--- config.mk ---
export PLATFORM = sky130hd
export DESIGN_NAME = matrix_uart_formatter
export DESIGN_NICKNAME = d
export VERILOG_FILES = /design/src/rtl/matrix_uart_formatter.sv
export SDC_FILE = /design/constraint.sdc
export NUM_CORES = 1
export LEC_CHECK = 0
export CELL_PAD_IN_SITES_DETAIL_PLACEMENT = 2
export CELL_PAD_IN_SITES_GLOBAL_PLACEMENT = 2
export CORE_UTILIZATION = 32
export CTS_CLUSTER_DIAMETER = 200
export DETAILED_ROUTE_END_ITERATION = 8
export PLACE_DENSITY_LB_ADDON = 0.1
export SLEW_MARGIN = 20
export SYNTH_ARGS = -nofsm -noshare
export SYNTH_HDL_FRONTEND = slang
export SYNTH_SLANG_ARGS = --single-unit
--- constraint.sdc ---
create_clock -name clk -period 9.63 [get_ports clk]
set_input_delay 0.963 -clock clk [delete_from_list [all_inputs] [get_ports clk]]
set_output_delay 0.963 -clock clk [all_outputs]
set_load 0.005 [all_outputs]
--- src/rtl/matrix_uart_formatter.sv ---
// Reads an m x n matrix from storage in row-major order and streams it as ASCII
// decimal text (space-separated, CR LF per row) over a valid/ready byte interface.
module matrix_uart_formatter #(
  parameter int ADDR_W  = 8,
  parameter int DATA_W  = 32,
  parameter int MAX_DIM = 5
) (
  input  logic              clk,
  input  logic              rst,
  input  logic              i_start,
  input  logic [ADDR_W-1:0] i_base_addr,
  input  logic [31:0]       i_m,
  input  logic [31:0]       i_n,
  output logic [ADDR_W-1:0] o_rd_addr,
  input  logic [DATA_W-1:0] i_rd_data,
  output logic [7:0]        o_byte,
  output logic              o_byte_valid,
  input  logic              i_byte_ready,
  output logic              o_busy,
  output logic              o_done,
  output logic              o_err
);

  localparam int DIM_W = $clog2(MAX_DIM + 1);

  typedef enum logic [3:0] {
    S_IDLE, S_CHECK, S_RD_ADDR, S_RD_WAIT, S_CONV,
    S_EMIT_DIG, S_EMIT_SP, S_EMIT_CR, S_EMIT_LF, S_DONE
  } state_t;

  state_t            state_q, state_d;
  logic [ADDR_W-1:0] base_q, base_d;
  logic [ADDR_W-1:0] addr_q, addr_d;
  logic [31:0]       m_q, m_d;
  logic [31:0]       n_q, n_d;
  logic [DIM_W-1:0]  row_q, row_d;
  logic [DIM_W-1:0]  col_q, col_d;
  logic [7:0]        val_q, val_d;
  logic [3:0][7:0]   dig_q, dig_d;
  logic [1:0]        ndig_q, ndig_d;
  logic [1:0]        idx_q, idx_d;
  logic              err_q, err_d;

  logic [DIM_W-1:0]  m_dim, n_dim;
  logic [7:0]        hund, tens, units;
  logic              accept;

  assign m_dim = m_q[DIM_W-1:0];
  assign n_dim = n_q[DIM_W-1:0];

  always_ff @(posedge clk) begin
    if (rst) begin
      state_q <= S_IDLE;
      base_q  <= '0;
      addr_q  <= '0;
      m_q     <= '0;
      n_q     <= '0;
      row_q   <= '0;
      col_q   <= '0;
      val_q   <= '0;
      dig_q   <= '0;
      ndig_q  <= '0;
      idx_q   <= '0;
      err_q   <= 1'b0;
    end else begin
      state_q <= state_d;
      base_q  <= base_d;
      addr_q  <= addr_d;
      m_q     <= m_d;
      n_q     <= n_d;
      row_q   <= row_d;
      col_q   <= col_d;
      val_q   <= val_d;
      dig_q   <= dig_d;
      ndig_q  <= ndig_d;
      idx_q   <= idx_d;
      err_q   <= err_d;
    end
  end

  always_comb begin
    state_d = state_q;
    base_d  = base_q;
    addr_d  = addr_q;
    m_d     = m_q;
    n_d     = n_q;
    row_d   = row_q;
    col_d   = col_q;
    val_d   = val_q;
    dig_d   = dig_q;
    ndig_d  = ndig_q;
    idx_d   = idx_q;
    err_d   = err_q;

    o_byte       = '0;
    o_byte_valid = state_q inside {S_EMIT_DIG, S_EMIT_SP, S_EMIT_CR, S_EMIT_LF};
    accept       = o_byte_valid && i_byte_ready;

    hund  = val_q / 8'd100;
    tens  = (val_q / 8'd10) % 8'd10;
    units = val_q % 8'd10;

    case (state_q)
      S_IDLE: begin
        if (i_start) begin
          base_d  = i_base_addr;
          m_d     = i_m;
          n_d     = i_n;
          err_d   = 1'b0;
          state_d = S_CHECK;
        end
      end
      S_CHECK: begin
        if ((m_q == '0) || (n_q == '0) ||
            (m_q > 32'(MAX_DIM)) || (n_q > 32'(MAX_DIM))) begin
          err_d   = 1'b1;
          state_d = S_DONE;
        end else begin
          row_d   = '0;
          col_d   = '0;
          addr_d  = base_q;
          state_d = S_RD_ADDR;
        end
      end
      S_RD_ADDR: state_d = S_RD_WAIT;
      S_RD_WAIT: begin
        val_d   = (|i_rd_data[DATA_W-1:8]) ? 8'hFF : i_rd_data[7:0];
        state_d = S_CONV;
      end
      S_CONV: begin
        // Digits are packed most-significant first so emission just walks idx 0..ndig-1.
        dig_d = '0;
        if (hund != 8'd0) begin
          dig_d[0] = 8'h30 + hund;
          dig_d[1] = 8'h30 + tens;
          dig_d[2] = 8'h30 + units;
          ndig_d   = 2'd3;
        end else if (tens != 8'd0) begin
          dig_d[0] = 8'h30 + tens;
          dig_d[1] = 8'h30 + units;
          ndig_d   = 2'd2;
        end else begin
          dig_d[0] = 8'h30 + units;
          ndig_d   = 2'd1;
        end
        idx_d   = '0;
        state_d = S_EMIT_DIG;
      end
      S_EMIT_DIG: begin
        o_byte = dig_q[idx_q];
        if (accept) begin
          if (idx_q == ndig_q - 2'd1) begin
            state_d = (col_q + DIM_W'(1) == n_dim) ? S_EMIT_CR : S_EMIT_SP;
          end else begin
            idx_d = idx_q + 2'd1;
          end
        end
      end
      S_EMIT_SP: begin
        o_byte = 8'h20;
        if (accept) begin
          col_d   = col_q + DIM_W'(1);
          addr_d  = addr_q + ADDR_W'(1);
          state_d = S_RD_ADDR;
        end
      end
      S_EMIT_CR: begin
        o_byte = 8'h0D;
        if (accept) state_d = S_EMIT_LF;
      end
      S_EMIT_LF: begin
        o_byte = 8'h0A;
        if (accept) begin
          if (row_q + DIM_W'(1) == m_dim) begin
            state_d = S_DONE;
          end else begin
            row_d   = row_q + DIM_W'(1);
            col_d   = '0;
            addr_d  = addr_q + ADDR_W'(1);
            state_d = S_RD_ADDR;
          end
        end
      end
      S_DONE:  state_d = S_IDLE;
      default: state_d = S_IDLE;
    endcase
  end

  assign o_rd_addr = addr_q;
  assign o_busy    = (state_q != S_IDLE) && (state_q != S_DONE);
  assign o_done    = (state_q == S_DONE);
  assign o_err     = (state_q == S_DONE) && err_q;

endmodule

# == Yosys cells after proc, flatten, opt, wreduce, memory -nomap -nowiden ==
# Cells that the tools add are included.
# classes
n_addsub,8
n_mul,0
div,4
order_cmp,3
n_eq_ne,23
n_shift,0
muxes,39
bitwise,0
n_reduce_logical,24
# ops
operator,count
2-to-1 mux 8 bit,9
> comparator 32 x 3 -> 1 bit (second input constant),2
zero test 32 bit,2
one-hot mux 4 bit (9 select lines),1
2-to-1 mux 4 bit,8
one-hot mux 8 bit (4 select lines),1
adder 6 x 8 -> 8 bit (first input constant),3
one-hot mux 8 bit (3 select lines),1
OR reduction 24 bit,1
2-to-1 mux 3 bit,6
!= test 2 bit (second input constant),9
binary-select mux 8 bit (select 2 bit),1
== test 4 x 3 -> 1 bit (second input constant),4
modulo 8 x 4 -> 8 bit (second input constant),2
2-to-1 mux 16 bit,1
nonzero test 8 bit,2
one-hot mux 3 bit (3 select lines),1
adder 8 x 1 -> 8 bit (second input constant),1
divider 8 x 4 -> 8 bit (second input constant),1
divider 8 x 7 -> 8 bit (second input constant),1
== test 4 x 2 -> 1 bit (second input constant),2
== test 4 bit (second input constant),2
2-to-1 mux 2 bit,4
nonzero test 4 bit,2
23 further kinds,34
# totals
regBits,127
latchBits,0
ram_bits,0
rom_bits,0
input_bits,108
output_inout_bits,20
n_memories,0

# == Logic depth before layout (Yosys ltp) ==
# logic_depth
depth_word,6
depth_mapped,21
mapped_depth_nobuf,19

# == Least setup slack after synthesis ==
# Ideal clock, no wire load.
# synth_timing
path_type,register to register
startpoint,register val_q[5]
endpoint,register dig_q[5] (netlist bit)
setup_ns,0.088
arrival_ns,4.211
path_slack_ns,5.331
stages_incl_launch_ff,18
n_path_buf,2
synth_period_minus_slack_ns,4.299
path_cell_list,dfxtp_1 nand3b_1 or3b_1 a221oi_4 ha_1 o211ai_1 or3_1 buf_4 o21ai_0 xnor2_1 ha_1 nor2_1 o21ai_1 a211oi_2 and4_1 buf_6 mux2_4 a311oi_2
# synth_via
elab_chain_len,5
word_cells_on_any_way,11
# synth_rtl
element,line_no,rtl
"start, declared",38,"logic [7:0] val_q, val_d;"
"start signal, assigned",73,val_q <= val_d;
divider 8 x 4 -> 8 bit,100,tens = (val_q / 8'd10) % 8'd10;
modulo 8 x 4 -> 8 bit,100,
adder 6 x 8 -> 8 bit or nonzero test 8 bit (tied branches),"139, 138",
2-to-1 mux 8 bit,138,end else if (tens != 8'd0) begin
2-to-1 mux 16 bit *,133,if (hund != 8'd0) begin
"end signal, assigned",74,dig_q <= dig_d;
"end, declared",39,"logic [3:0][7:0] dig_q, dig_d;"
# Every way passes the cells marked *; elsewhere a longest branch is shown, timed or not.
# A chain may end at the register's enable or synchronous reset.

# == Worst setup path after layout ==
# layout_timing
startpoint,register val_q[6]
endpoint,register dig_q[5] (netlist bit)
# The elaborated chain is that of the path after synthesis.

==> summary.txt <==
Status
  – Result of the run: finished, final reports clean

Layout
  – Design area: approximately 0.0087 mm2
  – Share of final-layout standard cells stronger than drive strength 1: ~8.3%
  – Number of nets in the layout: between 1000 and 1500
  – Antenna diode instance count: 0
  – Number of fillers in the final layout: roughly 2300
  – Area overhead of the layout relative to synthesis: 29.36%
  – Final instance count without filler cells: around 1300

Place
  – Final weighted congestion in routability-driven placement: 0.8390
  – Number of buffers inserted by port buffering: about 130
  – Cell count after placement: between 1000 and 1500
  – Cell Area, Placed: 0.008097 mm2
  – Hpwl dp: approximately 17000 um
  – Pre-CTS worst setup slack: 4.269 ns

STA
  – Final-layout setup total negative slack: 0 ns
  – Final Cycle Share: 55.94%
  – Worst hold margin: about 0.46 ns
  – Setup slack after layout: between 4 and 5 ns
  – Setup repair after global routing missed its margin: no
  – Minimum clock period: approximately 5.4 ns
  – Tightest slew margin relative to the limit: between 40 and 50%
  – Fin. Hold Viols: 0
  – Number of slew-limit violations in the final report: 0
  – Worst clock skew: ~0.014 ns
  – Peak clock frequency supported by timing: approximately 190 MHz
  – Setup-violating endpoint count in the final report: 0
  – Worst-margin pin slew: ~0.84 ns

Global routing
  – Initial antenna violation count: 1
  – Grt total ovfl: 0
  – All-Layer GR Usage: a little over a fifth
  – Pin count of the biggest net entering global routing: 76
  – Number of global-route vias before repair: approximately 7400
  – Global-route wire length before repair: 37810 um

CTS
  – Number of H-tree levels: 4
  – CTS clock-pin slew for the worst setup and hold paths: 0.06 ns
  – Clock tree from TritonCTS: done
  – Count of hold buffers inserted by post-cts repair: 0
  – Maximum clock insertion buffer count: 2
  – Number of cells upsized or downsized after cts: 0
  – Count of clock tree sinks: approximately 130
  – Clock root cell: sky130_fd_sc_hd__clkbuf_16
  – Clock latency on the worst-skew pair: approximately 0.43 ns
  – Number of clock buffers inserted by TritonCTS: 17
  – Number of buffers added for setup after CTS: 0

Critical path
  – RR Endpoint: dig_q[5]
  – Required time of the critical path: roughly 10 ns
  – Launch point of the worst path: val_q[6]
  – Crit path cell chain: nor2b_1 > or3b_1 > a221oi_4 > ha_1 > o211ai_1 > or3_1 > o21ai_0 > xnor2_1 > ha_1 > nor2_1 > o21ai_1 > a211oi_2 > and4_1 > mux2_4 > a311oi_2
  – Last element of the critical path: dig_q[5]
  – Slowest stage delay, CP: 0.79 ns
  – Number of cells on the critical path: 15
  – Crit. End Element: flop
  – Number of buffer and inverter stages on the critical path: 0
  – Worst path most repeated cell: sky130_fd_sc_hd__ha_1
  – Arrival time at the worst endpoint: between 5 and 6 ns
  – Launching point of the worst reg2reg path: val_q[6]
  – Critical path start-end classification: reg2reg
  – Largest driver fanout on the critical path: 21
  – Startpoint type of the worst setup path: flop
  – Register-to-register path setup slack: approximately 4.2 ns
  – Cell type of the slowest stage on the worst timing path: sky130_fd_sc_hd__dfxtp_1
  – Family with the most delay on the worst path: compound AO/OA/AOI/OAI gates
  – R2R cell count: 15

Yosys
  – Warning count from the yosys run: 0
  – Netlist cell types: 84
  – Main flop type after synthesis: sky130_fd_sc_hd__dfxtp_1
  – Syn_area_per_cell: around 7.6 um2
  – Sequential-to-total area share from yosys stat: around 38%
  – Share of synthesized registers carrying an async set or reset: 0%
  – Post-synth EDFFs: 0
  – Post-synth design cell area: about 0.0067 mm2
  – Number of instances in the synthesized netlist: 879
  – Register bit count reported by yosys: between 100 and 150

Drt
  – Routed WL per cell: 18.37 um
  – Router iterations before antenna repair: 4
  – Total via count after detailed routing: 6708
  – Initial DRC Count: ~200
  – Routed Antenna Nets: 0
  – Total wire length after detailed routing: 23020 um
  – Remaining routing DRC violations: 0
  – Detailed-route vias per instance: between 5 and 6

Power and ir drop
  – LEAKAGE: 3.105 nW
  – Clock network power share: 35.0%
  – Net switching fraction of the power: 36.51%
  – Comb power frac: 28.6%
  – Net switching power: a little under 0.0007 W
  – Highest ir drop seen on vdd: approximately 0.00011 V
  – Internal: 0.001184 W
  – Sequential share of power: between 30 and 40%
  – Pwr dens: around 210 mW/mm2

Flow run
  – Count of max-cap constraint violations: 0

Hold path
  – Type of the worst min-delay path: reg2reg

Floorplan
  – Boundary pin count: between 100 and 150
  – Die area: between 0.02 and 0.025 mm2
  – Row Count: 52
  – Die outline height: around 150 um
  – CORE AREA: around 0.02 mm2
  – Die extent in x: ~150 um
  – Effective utilization at floorplan: 32.88%
[worst min path at each step]
stage | from | to | slack (ns) | cells after the start
6_report | row_q[1] | row_q[1] | 0.46 | 2
5_1_grt | n_q[15] | n_q[15] | 0.48 | 2
4_1_cts | row_q[1] | row_q[1] | 0.46 | 2
3_5_place_dp | m_q[4] | m_q[4] | 0.45 | 2
3_3_place_gp | row_q[1] | row_q[1] | 0.44 | 2
2_1_floorplan | dig_q[12] | dig_q[12] | 0.43 | 2
[tightest hold or removal path: cells and delay by family, from the launching register on]
| family | cells | cell delay (ns) |
|---|---|---|
| compound gates | 1 | 0.05 |
| simple gates | 1 | 0.05 |
| flops | 1 | 0.31 |
[sequential cells by signal (all words and copies together), names as in the netlist]
register   count
idx_q          2
col_q          3
row_q          3
n_q           32
base_q         8
o_rd_addr      8
val_q          8
dig_q         24
ndig_q         2
err_q          1
m_q           32
state_q        4
[logic make-up (layout without fill, tap and decap cells)]
kind of cell | Yosys count | after routing | synth area share (%)
other cells | 1 | 2 | 0.05583
xor+xnor | 19 | 19 | 2.478
buf+inv | 69 | 172 | 4.732
flops | 127 | 127 | 37.85
fa+ha+maj | 10 | 10 | 1.826
simple gates | 416 | 416 | 29.30
compound gates | 222 | 222 | 21.37
mux | 15 | 15 | 2.384
[synthesized netlist by cell type (9+ instances only)]
cell type                  count  area share [%]
sky130_fd_sc_hd__xnor2_1      13             1.7
sky130_fd_sc_hd__nand2_1     175             9.8
sky130_fd_sc_hd__nand3_1      10            0.75
sky130_fd_sc_hd__nor2_1       95             5.3
sky130_fd_sc_hd__dfxtp_1     127              38
sky130_fd_sc_hd__nor4_1       22             2.0
sky130_fd_sc_hd__nor3b_1       9             1.0
sky130_fd_sc_hd__clkbuf_1     49             2.7
sky130_fd_sc_hd__o21ai_0      32             2.4
sky130_fd_sc_hd__mux2i_1      10             1.5
sky130_fd_sc_hd__nor3_1       34             2.5
sky130_fd_sc_hd__a21oi_1     126             9.4
sky130_fd_sc_hd__ha_1          9             1.7
[per-layer routing]
metal,routed length (um),GRT usage (%),up-vias
met5,0,0,-
met4,245,5.104,0
met3,761,4.596,21
met2,11670,39.22,122
met1,10340,26.47,3295
li1,-,-,3270
[power groups by stage]
stage / Sequential (W) / Clock (W) / Combinational (W)
floorplan: 0.000647 / 0 / 0.000375
global placement: 0.000680 / 0 / 0.000509
detailed placement: 0.000690 / 0 / 0.000537
CTS: 0.000679 / 0.000665 / 0.000544
global route: 0.000692 / 0.000688 / 0.000596
finish: 0.000679 / 0.000653 / 0.000534
[layout make-up]
type	count	area, um2	share of cell area, %
multi-input combinational	684	3875	44.60
sequential	127	2542	29.26
timing repair buffer	134	1321	15.21
clock buffer	17	425.4	4.896
tap	270	337.8	3.888
clock inverter	15	163.9	1.887
inverter	6	22.52	0.2592
[cells in the final DEF (no fill, tap or decap), types with 6 or more instances in the layout]
| cell | netlist | final |
|---|---|---|
| sky130_fd_sc_hd__nor2_1 | 95 | 93 |
| sky130_fd_sc_hd__or3_1 | 8 | 8 |
| sky130_fd_sc_hd__nor3b_1 | 9 | 9 |
| sky130_fd_sc_hd__mux2i_1 | 10 | 10 |
| sky130_fd_sc_hd__ha_1 | 9 | 9 |
| sky130_fd_sc_hd__nand2b_1 | 8 | 8 |
| sky130_fd_sc_hd__nand3_1 | 10 | 10 |
| sky130_fd_sc_hd__clkbuf_16 | 0 | 17 |
| sky130_fd_sc_hd__nor2b_1 | 7 | 7 |
| sky130_fd_sc_hd__a31oi_1 | 6 | 6 |
| sky130_fd_sc_hd__xnor2_1 | 13 | 13 |
| sky130_fd_sc_hd__or2_2 | 7 | 7 |
| sky130_fd_sc_hd__a21oi_1 | 126 | 126 |
| sky130_fd_sc_hd__nand4_1 | 7 | 7 |
| sky130_fd_sc_hd__o21ai_0 | 32 | 32 |
| sky130_fd_sc_hd__nor3_1 | 34 | 33 |
| sky130_fd_sc_hd__nand2_1 | 175 | 175 |
| sky130_fd_sc_hd__nand3b_1 | 6 | 6 |
| sky130_fd_sc_hd__clkdlybuf4s50_1 | 0 | 126 |
| sky130_fd_sc_hd__xor2_1 | 6 | 6 |
| sky130_fd_sc_hd__buf_4 | 5 | 8 |
| sky130_fd_sc_hd__inv_8 | 0 | 6 |
| sky130_fd_sc_hd__nor4_1 | 22 | 22 |
| sky130_fd_sc_hd__dfxtp_1 | 127 | 127 |
[per-stage QoR]
stage,util [%],power (W)
2_1_floorplan,-,0.001022
3_3_place_gp,39.63,0.001189
3_5_place_dp,39.63,0.001227
4_1_cts,42.52,0.001889
5_1_grt,42.53,0.001976
6_report,42.53,0.001865
No activity file was read; power rests on OpenSTA's default activity.
